File: src/rtl/btn_cmd_pkg.sv
// Shared encodings for the button/UART command arbiter: operating modes and
// the command-source flag reported alongside each pulse.
package btn_cmd_pkg;

   typedef enum logic [1:0] {
      MODE_OFF  = 2'b00,
      MODE_BTN  = 2'b01,
      MODE_UART = 2'b10,
      MODE_BOTH = 2'b11
   } mode_e;

   localparam logic SRC_BTN  = 1'b0;
   localparam logic SRC_UART = 1'b1;

endpackage

File: src/rtl/onehot_pri_sel.sv
// Combinational lowest-index-wins selector: grants the lowest set request bit
// and flags whether any request is present.
module onehot_pri_sel #(
   parameter int N = 4
) (
   input  logic [N-1:0] req,
   output logic [N-1:0] gnt,
   output logic         any_req
);

   logic found;

   // NOTE: every variable written here gets a default first, so no path can
   // leave one unassigned and infer a latch.
   always_comb begin
      gnt   = '0;
      found = 1'b0;
      for (int i = 0; i < N; i++) begin
         if (req[i] && !found) begin
            gnt[i] = 1'b1;
            found  = 1'b1;
         end
      end
   end

   assign any_req = |req;

endmodule

File: src/rtl/btn_cmd_arbiter.sv
// Merges debounced button levels and UART command strobes into one registered
// one-hot command pulse; buttons win and open a UART lockout window.
module btn_cmd_arbiter
   import btn_cmd_pkg::*;
#(
   parameter int N_CH        = 4,
   parameter int HOLD_CYCLES = 1000000
) (
   input  logic            clk,
   input  logic            rst_n,
   input  logic [1:0]      mode,
   input  logic [N_CH-1:0] btn_level,
   input  logic [N_CH-1:0] uart_pulse,
   output logic [N_CH-1:0] cmd_pulse,
   output logic            cmd_valid,
   output logic            cmd_src,
   output logic            btn_lock,
   output logic            uart_drop
);

   localparam int W_HOLD = $clog2(HOLD_CYCLES + 1);

   mode_e             mode_q;
   logic [N_CH-1:0]   btn_prev;
   logic [N_CH-1:0]   btn_edge;
   logic [N_CH-1:0]   btn_sel;
   logic [N_CH-1:0]   uart_sel;
   logic              btn_any;
   logic              uart_any;
   logic [W_HOLD-1:0] hold_cnt;
   logic [W_HOLD-1:0] hold_cnt_nxt;
   logic [N_CH-1:0]   cmd_nxt;
   logic              src_nxt;
   logic              drop_nxt;

   assign mode_q   = mode_e'(mode);
   assign btn_edge = btn_level & ~btn_prev;

   onehot_pri_sel #(.N(N_CH)) u_btn_sel (
      .req     (btn_edge),
      .gnt     (btn_sel),
      .any_req (btn_any)
   );

   onehot_pri_sel #(.N(N_CH)) u_uart_sel (
      .req     (uart_pulse),
      .gnt     (uart_sel),
      .any_req (uart_any)
   );

   // The lockout only runs in merged mode; any other mode clears it.
   always_comb begin
      hold_cnt_nxt = '0;
      if (mode_q == MODE_BOTH) begin
         if ((|btn_level) || btn_any) begin
            hold_cnt_nxt = W_HOLD'(HOLD_CYCLES);
         end else if (hold_cnt != '0) begin
            hold_cnt_nxt = hold_cnt - W_HOLD'(1);
         end
      end
   end

   always_comb begin
      cmd_nxt  = '0;
      src_nxt  = cmd_src;
      drop_nxt = 1'b0;
      case (mode_q)
         MODE_BTN: begin
            if (btn_any) begin
               cmd_nxt = btn_sel;
               src_nxt = SRC_BTN;
            end
         end
         MODE_UART: begin
            if (uart_any) begin
               cmd_nxt = uart_sel;
               src_nxt = SRC_UART;
            end
         end
         MODE_BOTH: begin
            if (btn_any) begin
               cmd_nxt  = btn_sel;
               src_nxt  = SRC_BTN;
               drop_nxt = uart_any;
            end else if (uart_any) begin
               if (btn_lock) begin
                  drop_nxt = 1'b1;
               end else begin
                  cmd_nxt = uart_sel;
                  src_nxt = SRC_UART;
               end
            end
         end
         default: ;
      endcase
   end

   // NOTE: sequential state uses non-blocking assignments so every flop
   // samples the pre-edge values regardless of statement order.
   always_ff @(posedge clk or negedge rst_n) begin
      if (!rst_n) begin
         btn_prev  <= '0;
         hold_cnt  <= '0;
         btn_lock  <= 1'b0;
         cmd_pulse <= '0;
         cmd_valid <= 1'b0;
         cmd_src   <= SRC_BTN;
         uart_drop <= 1'b0;
      end else begin
         btn_prev  <= btn_level;
         hold_cnt  <= hold_cnt_nxt;
         btn_lock  <= (hold_cnt_nxt != '0);
         cmd_pulse <= cmd_nxt;
         cmd_valid <= |cmd_nxt;
         cmd_src   <= src_nxt;
         uart_drop <= drop_nxt;
      end
   end

endmodule
File: config.mk
export PLATFORM = sky130hd
export DESIGN_NAME = btn_cmd_arbiter
export DESIGN_NICKNAME = d
export VERILOG_FILES = /design/src/rtl/btn_cmd_pkg.sv /design/src/rtl/onehot_pri_sel.sv /design/src/rtl/btn_cmd_arbiter.sv
export SDC_FILE = /design/constraint.sdc
export NUM_CORES = 1
export LEC_CHECK = 0
export CAP_MARGIN = 20
export CORE_MARGIN = 3
export CORE_UTILIZATION = 40
export DETAILED_ROUTE_END_ITERATION = 8
export DONT_BUFFER_PORTS = 1
export PLACE_DENSITY = 0.66
export SLEW_MARGIN = 20
export SYNTH_ARGS = -nofsm -noshare
export SYNTH_HDL_FRONTEND = slang
export SYNTH_HIERARCHICAL = 1
export SYNTH_SLANG_ARGS = --single-unit
File: constraint.sdc
create_clock -name clk -period 1.9 [get_ports clk]
set_input_delay 0.19 -clock clk [delete_from_list [all_inputs] [get_ports clk]]
set_output_delay 0.19 -clock clk [all_outputs]
set_load 0.01 [all_outputs]
==> flow_summary.ini, run 1 <==
[run_status]
status = complete, but fails checks
violations = setup timing

[hold_path]
hold_path_depth = 1
min_from = uart_pulse[0]
min_to = cmd_pulse[0]
min_path_type = primary input to flop

[sta]
setup_ws_ps = -58.2
setup_viol = 2
grt_setup_unrepaired = true
relSlewSlack_pct = 73.3
hold_viol_final = 0
clock_skew_ps = 7.03
fin_crit_ps = 1960
drv_slew = 0
tightestPinTransition_ps = 395
timing.fmax_mhz = 511
fin_crit_sh_pct = 103

[logic_synthesis]
yosys.area_share.xor_xnor_pct = 6.67
synth_edf_count = 0
synthArstFlopShare_pct = 100
synth_top_area_cell = dfrtp_1
synth_top_area_share_pct = 46.9
syn_area_per_cell_sq_um = 10.3
yosysWarnings = 6
seq_area_frac_synth_pct = 46.9
synth_nets = 178
synth_adder_area_share_pct = 0.733
synth_top_family_by_area = simple AND/OR/NAND/NOR gates
synth-compound-area-share_pct = 11.4
synthMuxAreaShare_pct = 0.587
syn_inst = 165
synth-simple-area-share_pct = 30.0
ys.flop_type = dfrtp_1
syn-cell-area_sq_mm = 0.00171
yosys_register_bits = 32
synthTopCellsByArea = dfrtp_1 (47%), nor2_1 (5.1%), xor2_1 (3.6%)
synth_cell_types = 44

[power_and_ir_drop]
power.total_mw = 1.74
cellLeakagePower_nw = 1.10
peakVddDrop_mv = 0.407
powerDensity_mw_per_mm2 = 721

[setup_path]
cp_max_fo = 6
startpoint_type = flop
crit_required_ps = 2070
r2r_end = btn_lock
path_class = flop to flop
r2r_cells = 9
reg2reg_from = hold_cnt[0]
end_kind = flop
worst-r2r-setup-slack_ps = -60
crit_arrival_ps = 2130

[route]
drt_iter0_drc = 139
routedWlPerCell_microns = 16.0
dr_total_vias = 1497
drt-pass1-iter-count = 4
routed_wl_microns = 4250
drc = 0
via_per_inst = 5.63
ant_nets = 0

[placed_design]
hpwlAfterDp_microns = 2800
dp_cells = 241
port_buffers = 0
gp_congestion = 0.907

[global_route]
grt_usage_pct = 17.1
grt_pass1_vias = 1457
grt_pass1_wl_microns = 6870
grt_antenna_before_repair = 0
grt_max_degree = 33
gr-total-overflow = 0

[finish]
final_cells = 266
mostFrequentLayoutCells = buf_4 (37), dfrtp_1 (30), nor2_1 (15)
synthToLayoutAreaGrowth_pct = 41.3
diodes = 0
nets = 228
drive_above_1_share_pct = 44.0
final_common_cell = buf_4

[cts]
cts_made_buffers = 5
clkLatencyLatePin_ps = 290
clkTransAtPathRegs_ps = 70
clock-sinks = 32
clockBufferDepth = 2
clockRootBuffer = clkbuf_8
cts_tree = built
htreeDepth = 2

[floorplanning]
die_x_microns = 71.3
rows = 23
core_area_sq_mm = 0.00406
initial_utilization_pct = 42.1
ioPinCount = 20
dieHeight_microns = 71.3
die_area_sq_mm = 0.00509

[flow_run]
cap_viol_max_count = 0
## logic make-up after synthesis
family / Yosys count
adders and majority gates: 1
muxes: 1
DFF: 32
buffers and inverters: 9
AOI/OAI and AO/OA: 27
xor gates and xnor gates: 13
and+or+nand+nor: 82
## per-stage QoR
step | TNS (ps) | worst slack [ps] | instance area (sq um) | util, % | hold WS, ps
6_report | -89.8 | -58.2 | 2410 | 59.5 | 62.1
5_1_grt | -1290 | -157 | 2410 | 59.5 | 74.1
4_1_cts | -79.8 | -44.2 | 2290 | 56.3 | 55.3
3_5_place_dp | -205 | -120 | 1980 | 48.8 | -105
3_3_place_gp | -102 | -102 | 1980 | 48.8 | -104
2_1_floorplan | -62.7 | -36.8 | 1730 | - | -106
## registers in the layout (all words and copies together) (netlist names)
| register | flops |
|---|---|
| hold_cnt | 20 |
| btn_prev | 4 |
| cmd_pulse | 4 |
| btn_lock | 1 |
| cmd_src | 1 |
| cmd_valid | 1 |
| uart_drop | 1 |
## synthesized netlist by cell type (all sizes together), types with 2 or more instances
master	n
or3	2
xor2	7
and2	3
a32o	4
nor2	23
nand3	2
nor4	4
nor3b	4
o41ai	2
nor3	3
clkbuf	2
xnor2	6
nor4b	3
a21oi	4
nand4b	2
dfrtp	32
nand4	7
o31ai	3
nor2b	7
o21ai	7
buf	4
inv	3
or4	7
nand2	12
## worst max-delay path by stage
stage	from	end
after global routing	hold_cnt[1]	hold_cnt[18]
final	hold_cnt[0]	btn_lock
after detailed placement	btn_prev[1]	btn_lock
after global placement	btn_prev[1]	btn_lock
after CTS	hold_cnt[5]	btn_lock
after floorplan	hold_cnt[0]	hold_cnt[18]
## worst max-delay path, stage by stage, from the launching register on
cell,delay (ps)
dfrtp_2,440
inv_2,80
ha_4,150
nor3b_4,240
buf_6,160
nand4_1,140
xor2_2,210
o2111ai_2,170
o21bai_1,160
nand4b_1,100
## timing repair
| item | in CTS | in global routing |
|---|---|---|
| pin swaps | 7 | 15 |
| setup endpoints to repair | 16 | 18 |
| gates resized for setup | 10 | 29 |
| endpoints found under the hold margin | 37 | 0 |
| setup buffers | 6 | 4 |
| hold buffers | 7 | 0 |
## per-layer routing
metal	up-vias	global-route usage, %	share of wire, %
li1	701	-	-
met1	739	22.4	43
met2	52	27.4	49
met3	5	4.77	6.4
met4	0	5.64	1.0
met5	-	0	0
## power by group
part	internal (mW)	switching, mW	total (mW)
logic	0.141	0.133	0.274
registers	0.714	0.0346	0.749
clock network	0.463	0.254	0.717
total	1.32	0.422	1.74
## cell type report
class,instances,area (sq um)
Fill cell,313,1650
Multi-Input combinational cell,124,995
Sequential cell,32,803
Timing Repair Buffer,49,414
Clock buffer,7,96.3
Tap cell,50,62.6
Clock inverter,1,30.0
Inverter,3,11.3
Note: power is estimated with default switching activity, not from simulation.
==> inputs of run 2 (changes only) <==
- SYNTH_HIERARCHICAL: 1 -> unset
- TNS_END_PERCENT: unset -> 100
==> flow_summary.ini, run 2 <==
[setup_path]
reg2reg_from = hold_cnt[2]
cp_max_fo = 5
critPathLaunch = hold_cnt[2]
slowest_delay_ps = 560
end_kind = flop
cp_cell_sequence = buf_4, nor3b_4, nand4_1, xnor2_1, or4_4, a2111oi_4, o22ai_1
setup.worst_path.end = btn_lock
r2r_end = btn_lock
cp_slowest_cell = or4_4
startpoint_type = flop
crit_arrival_ps = 2340
crit_required_ps = 2080
path_class = flop to flop
worst-r2r-setup-slack_ps = -270
r2r_cells = 7

[logic_synthesis]
syn-cell-area_sq_mm = 0.00166
synth_nets = 180
yosys_register_bits = 32
syn_inst = 167
synth_top_area_share_pct = 48.2
ys.flop_type = dfrtp_1
yosys-top-cells-count = dfrtp_1 (32), nor2_1 (21), a21oi_1 (11)
seq_area_frac_synth_pct = 48.2
synthTopCellsByArea = dfrtp_1 (48%), nor2_1 (4.7%), xnor2_1 (4.2%)
synth_top_area_cell = dfrtp_1
yosysMostFrequentCell = dfrtp_1
synth_edf_count = 0
syn_area_per_cell_sq_um = 9.94
synthArstFlopShare_pct = 100
synth_cell_types = 49
yosysWarnings = 0

[placed_design]
gp_congestion = 0.851
pre_cts_ws_ps = -412
hpwlAfterDp_microns = 2930
dp_cells = 248
port_buffers = 0

[sta]
finalSetupTns_ps = -2560
timing.fmax_mhz = 462
hold_viol_final = 0
clock_skew_ps = 13.7
fin_crit_ps = 2170
holdWs_ps = 36.4
grt_setup_unrepaired = true
drv_slew = 0
setup_viol = 20
setup_ws_ps = -266
fin_crit_sh_pct = 114
relSlewSlack_pct = 45.0
tightestPinTransition_ps = 818

[finish]
multi_input_area_sq_mm = 0.00106
final_cells = 278
fillers = 264
drive_above_1_share_pct = 47.8
nets = 242
utilization_pct = 67.3
largest_reg_flops = 20
final_common_cell = buf_4
mostFrequentLayoutCells = buf_4 (45), dfrtp_1 (30), nor2_1 (9)
synthToLayoutAreaGrowth_pct = 55.1
seqCellArea_sq_um = 803
regMostFlops = hold_cnt
diodes = 0
top_regs = hold_cnt x20, btn_prev x4, cmd_pulse x4

[global_route]
grt_antenna_before_repair = 0
gr-total-overflow = 0
grt_max_degree = 33
grt_usage_pct = 21.2
grt_pass1_wl_microns = 8280
grt_pass1_vias = 1661

[route]
dr_total_vias = 1611
routed_wl_microns = 5100
routedWlPerCell_microns = 18.3
highest_layer = met4
m1WireLength_microns = 2090
drc = 0
dr_wl_met2_microns = 2570
drt-pass1-iter-count = 5
ant_nets = 0
route.met3.wl_microns = 293
drt_iter0_drc = 111
via_per_inst = 5.79

[cts]
clockBufferDepth = 2
cts_made_buffers = 5
clkTransAtPathRegs_ps = 70
clock-sinks = 32
clockRootBuffer = clkbuf_8
clkLatencyLatePin_ps = 300
cts_tree = built
htreeDepth = 2

[floorplanning]
core_area_sq_mm = 0.00383
rows = 22
ioPinCount = 20
initial_utilization_pct = 43.4
dieHeight_microns = 70.4
die_area_sq_mm = 0.00496
die_x_microns = 70.4

[run_status]
violations = setup timing
status = complete, but fails checks

[flow_run]
cap_viol_max_count = 0

[power_and_ir_drop]
powerDensity_mw_per_mm2 = 682
cellLeakagePower_nw = 1.14
peakVddDrop_mv = 0.357

[hold_path]
min_path_type = primary input to flop
[run 2: worst min-delay path by stage]
stage / slack (ps) / to / from / cells after the start
after CTS: 30 / cmd_pulse[1] / uart_pulse[0] / 1
after global routing: 30 / cmd_pulse[1] / uart_pulse[0] / 1
after floorplan: -110 / btn_lock / rst_n / 0
after detailed placement: -100 / cmd_valid / rst_n / 0
final: 40 / cmd_pulse[1] / uart_pulse[0] / 1
after global placement: -100 / cmd_pulse[3] / rst_n / 0
[run 2: timing repair]
action / CTS / global route
hold buffers: 7 / 0
endpoints found under the setup margin: 21 / 22
pin swaps: 24 / 18
resized for setup: 41 / 19
gates cloned: 1 / 0
setup buffers: 11 / 6
endpoints found under the hold margin: 37 / 0
[run 2: worst max-delay path, delay by kind of cell (launching register included)]
| family | cells | cell delay, ps |
|---|---|---|
| XOR/XNOR | 1 | 170 |
| AO/OA/AOI/OAI | 2 | 300 |
| flip-flops | 1 | 450 |
| buffers and inverters | 1 | 160 |
| AND/OR/NAND/NOR | 3 | 970 |
[run 2: logic make-up (layout without fill, tap and decap cells)]
group / after synthesis / after routing / share of synthesized area (%)
xor+xnor: 13 / 13 / 6.86
fa+ha+maj: 1 / 1 / 0.753
simple gates: 78 / 78 / 27.6
mux: 1 / 1 / 0.603
flops: 32 / 32 / 48.2
buf+inv: 11 / 74 / 3.47
compound gates: 31 / 31 / 12.5
[run 2: metrics by stage]
step / instance area (sq um) / total power, mW
after floorplan: 1690 / 0.895
after global placement: 2000 / 0.974
after detailed placement: 2000 / 0.981
after CTS: 2470 / 1.71
after global routing: 2570 / 1.83
final: 2570 / 1.76
[run 2: layout make-up]
type | count | share of cell area (%)
tap | 48 | 2.33
clock inverter | 2 | 1.36
sequential | 32 | 31.2
timing repair buffer | 59 | 20.2
clock buffer | 6 | 2.82
inverter | 7 | 1.02
multi-input combinational | 124 | 41.1
[run 2: layer usage]
layer / up-vias / GRT usage [%]
li1: 732 / -
met1: 794 / 26.2
met2: 69 / 35.7
met3: 16 / 4.89
met4: 0 / 8.09
met5: - / 0
[run 2: power by group]
group | leakage (nW) | total (mW) | internal, mW | switching [mW]
combinational | 0.671 | 0.369 | 0.186 | 0.183
sequential | 0.417 | 0.742 | 0.709 | 0.0322
clock | 0.0552 | 0.646 | 0.389 | 0.257
total | 1.14 | 1.76 | 1.28 | 0.472
==> inputs of run 3 (changes only) <==
- PLACE_DENSITY: 0.66 -> 0.64
- SETUP_SLACK_MARGIN: unset -> 0.4
- clock period: 1.9 -> 2.8 ns (I/O delays scaled with it)
==> flow_summary.ini, run 3 (synthesis gave the netlist of run 2 again) <==
[finish]
seqCellArea_sq_um = 802
top_regs = hold_cnt x20, btn_prev x4, cmd_pulse x4
multi_input_area_sq_um = 858
synthToLayoutAreaGrowth_pct = 19.7
nets = 197
largest_reg_flops = 20
regMostFlops = hold_cnt
diodes = 0
final_common_cell = dfrtp_1
mostFrequentLayoutCells = dfrtp_1 (31), nor2_1 (21), a21oi_1 (11), buf_4 (11), nand2_1 (9)
drive_above_1_share_pct = 18.4
fillers = 311

[hold_path]
min_from = btn_level[2]
min_path_type = primary input to flop
hold_path_depth = 0

[route]
drt_iter0_drc = 49
via_per_inst = 5.57
ant_nets = 0
routedWlPerCell_microns = 15.0
drc = 0
dr_total_vias = 1298
routed_wl_microns = 3500
drt-pass1-iter-count = 4

[placed_design]
pre_cts_ws_ps = 254
port_buffers = 0
hpwlAfterDp_microns = 2450
gp_congestion = 0.890

[sta]
setup_ws_ps = 508
timing.fmax_mhz = 436
hold_viol_final = 0
fin_crit_sh_pct = 81.9
finalSetupTns_ps = 0
fin_crit_ps = 2290
clock_skew_ps = 3.15
relSlewSlack_pct = 65.2
tightestPinTransition_ps = 518
grt_setup_unrepaired = true
setup_viol = 0
drv_slew = 0

[cts]
clkLatencyLatePin_ps = 280
cts_made_buffers = 5
clockRootBuffer = clkbuf_8
clock-sinks = 32
cts_tree = built
clockBufferDepth = 2
htreeDepth = 2
clkTransAtPathRegs_ps = 60

[global_route]
gr-total-overflow = 0
grt_max_degree = 33
grt_pass1_wl_microns = 5980
grt_pass1_vias = 1289
grt_usage_pct = 15.4
grt_antenna_before_repair = 0

[floorplanning]
dieHeight_microns = 70.4
die_area_sq_mm = 0.00496
ioPinCount = 20
initial_utilization_pct = 43.4
die_x_microns = 70.4
core_area_sq_mm = 0.00383
rows = 22

[setup_path]
slowest_delay_ps = 550
crit_required_ps = 2950
end_kind = flop
worst-r2r-setup-slack_ps = 510
startpoint_type = flop
critPathLaunch = hold_cnt[10]
cp_max_fo = 6
r2r_end = btn_lock
cp_cell_sequence = nor3_1, nand4_1, xnor2_1, or4_4, a2111oi_4, o22ai_1
crit_cells = 6
cp_slowest_cell = or4_4
crit_arrival_ps = 2440
r2r_cells = 6
path_class = flop to flop
setup.worst_path.end = btn_lock
crit_family = simple AND/OR/NAND/NOR gates
reg2reg_from = hold_cnt[10]
worst-path-buf-inv = 0

[power_and_ir_drop]
power.total_mw = 1.06
peakVddDrop_mv = 0.334
cellLeakagePower_nw = 0.890
powerDensity_mw_per_mm2 = 535

[run_status]
status = completed

[flow_run]
cap_viol_max_count = 0
## run 3: cell count changes in the layout (fill, tap and decap cells not counted), sizes merged
cell	change
dlygate4sd3	-5
clkbuf	-1
buf	-39
## run 3: where the power goes
part | internal [mW] | switching [mW] | total (mW)
Clock | 0.264 | 0.159 | 0.422
Sequential | 0.482 | 0.0207 | 0.502
Combinational | 0.0609 | 0.0780 | 0.139
Total | 0.806 | 0.258 | 1.06
## run 3: worst min path at each step
stage	endpoint	slack [ps]
floorplan	btn_lock	-20
global placement	hold_cnt[3]	-10
detailed placement	hold_cnt[1]	-10
CTS	btn_prev[2]	20
global route	btn_prev[1]	1
finish	btn_prev[2]	30
## run 3: final cells by class
| type | count | share of cell area, % |
|---|---|---|
| clock inverter | 2 | 1.76 |
| clock buffer | 6 | 3.65 |
| tap | 48 | 3.02 |
| timing repair buffer | 14 | 6.68 |
| sequential | 32 | 40.4 |
| inverter | 7 | 1.32 |
| multi-input combinational | 124 | 43.2 |
## run 3: worst reg2reg max path: stages, from the launching register on
cell	delay, ps
dfrtp_1	450
nor3_1	470
nand4_1	200
xnor2_1	170
or4_4	550
a2111oi_4	200
o22ai_1	130
## run 3: repair_timing
action | 4_1_cts | 5_1_grt
pin swaps | 2 | 5
hold buffers | 2 | 0
endpoints found under the setup margin | 1 | 14
buffers inserted | 5 | 5
hold endpoints to repair | 32 | 0
resized for setup | 5 | 5
## run 3: stage by stage
| step | cells | hold slack, ps | utilization (%) | instance area, sq um |
|---|---|---|---|---|
| 3_3_place_gp | 213 | -14.5 | 44.5 | 1700 |
| 2_1_floorplan | 167 | -15.6 | - | 1660 |
| 6_report | 233 | 26.4 | 51.9 | 1990 |
| 3_5_place_dp | 213 | -14.7 | 44.5 | 1700 |
| 5_1_grt | 233 | 0.976 | 51.9 | 1990 |
| 4_1_cts | 228 | 17.2 | 49.8 | 1900 |
## run 3: layer usage
metal	share of wire [%]	global-route usage, %	up-vias
li1	-	-	638
met1	46	20.7	616
met2	47	22.2	38
met3	5.1	5.04	6
met4	1.9	7.02	0
met5	0	0	-
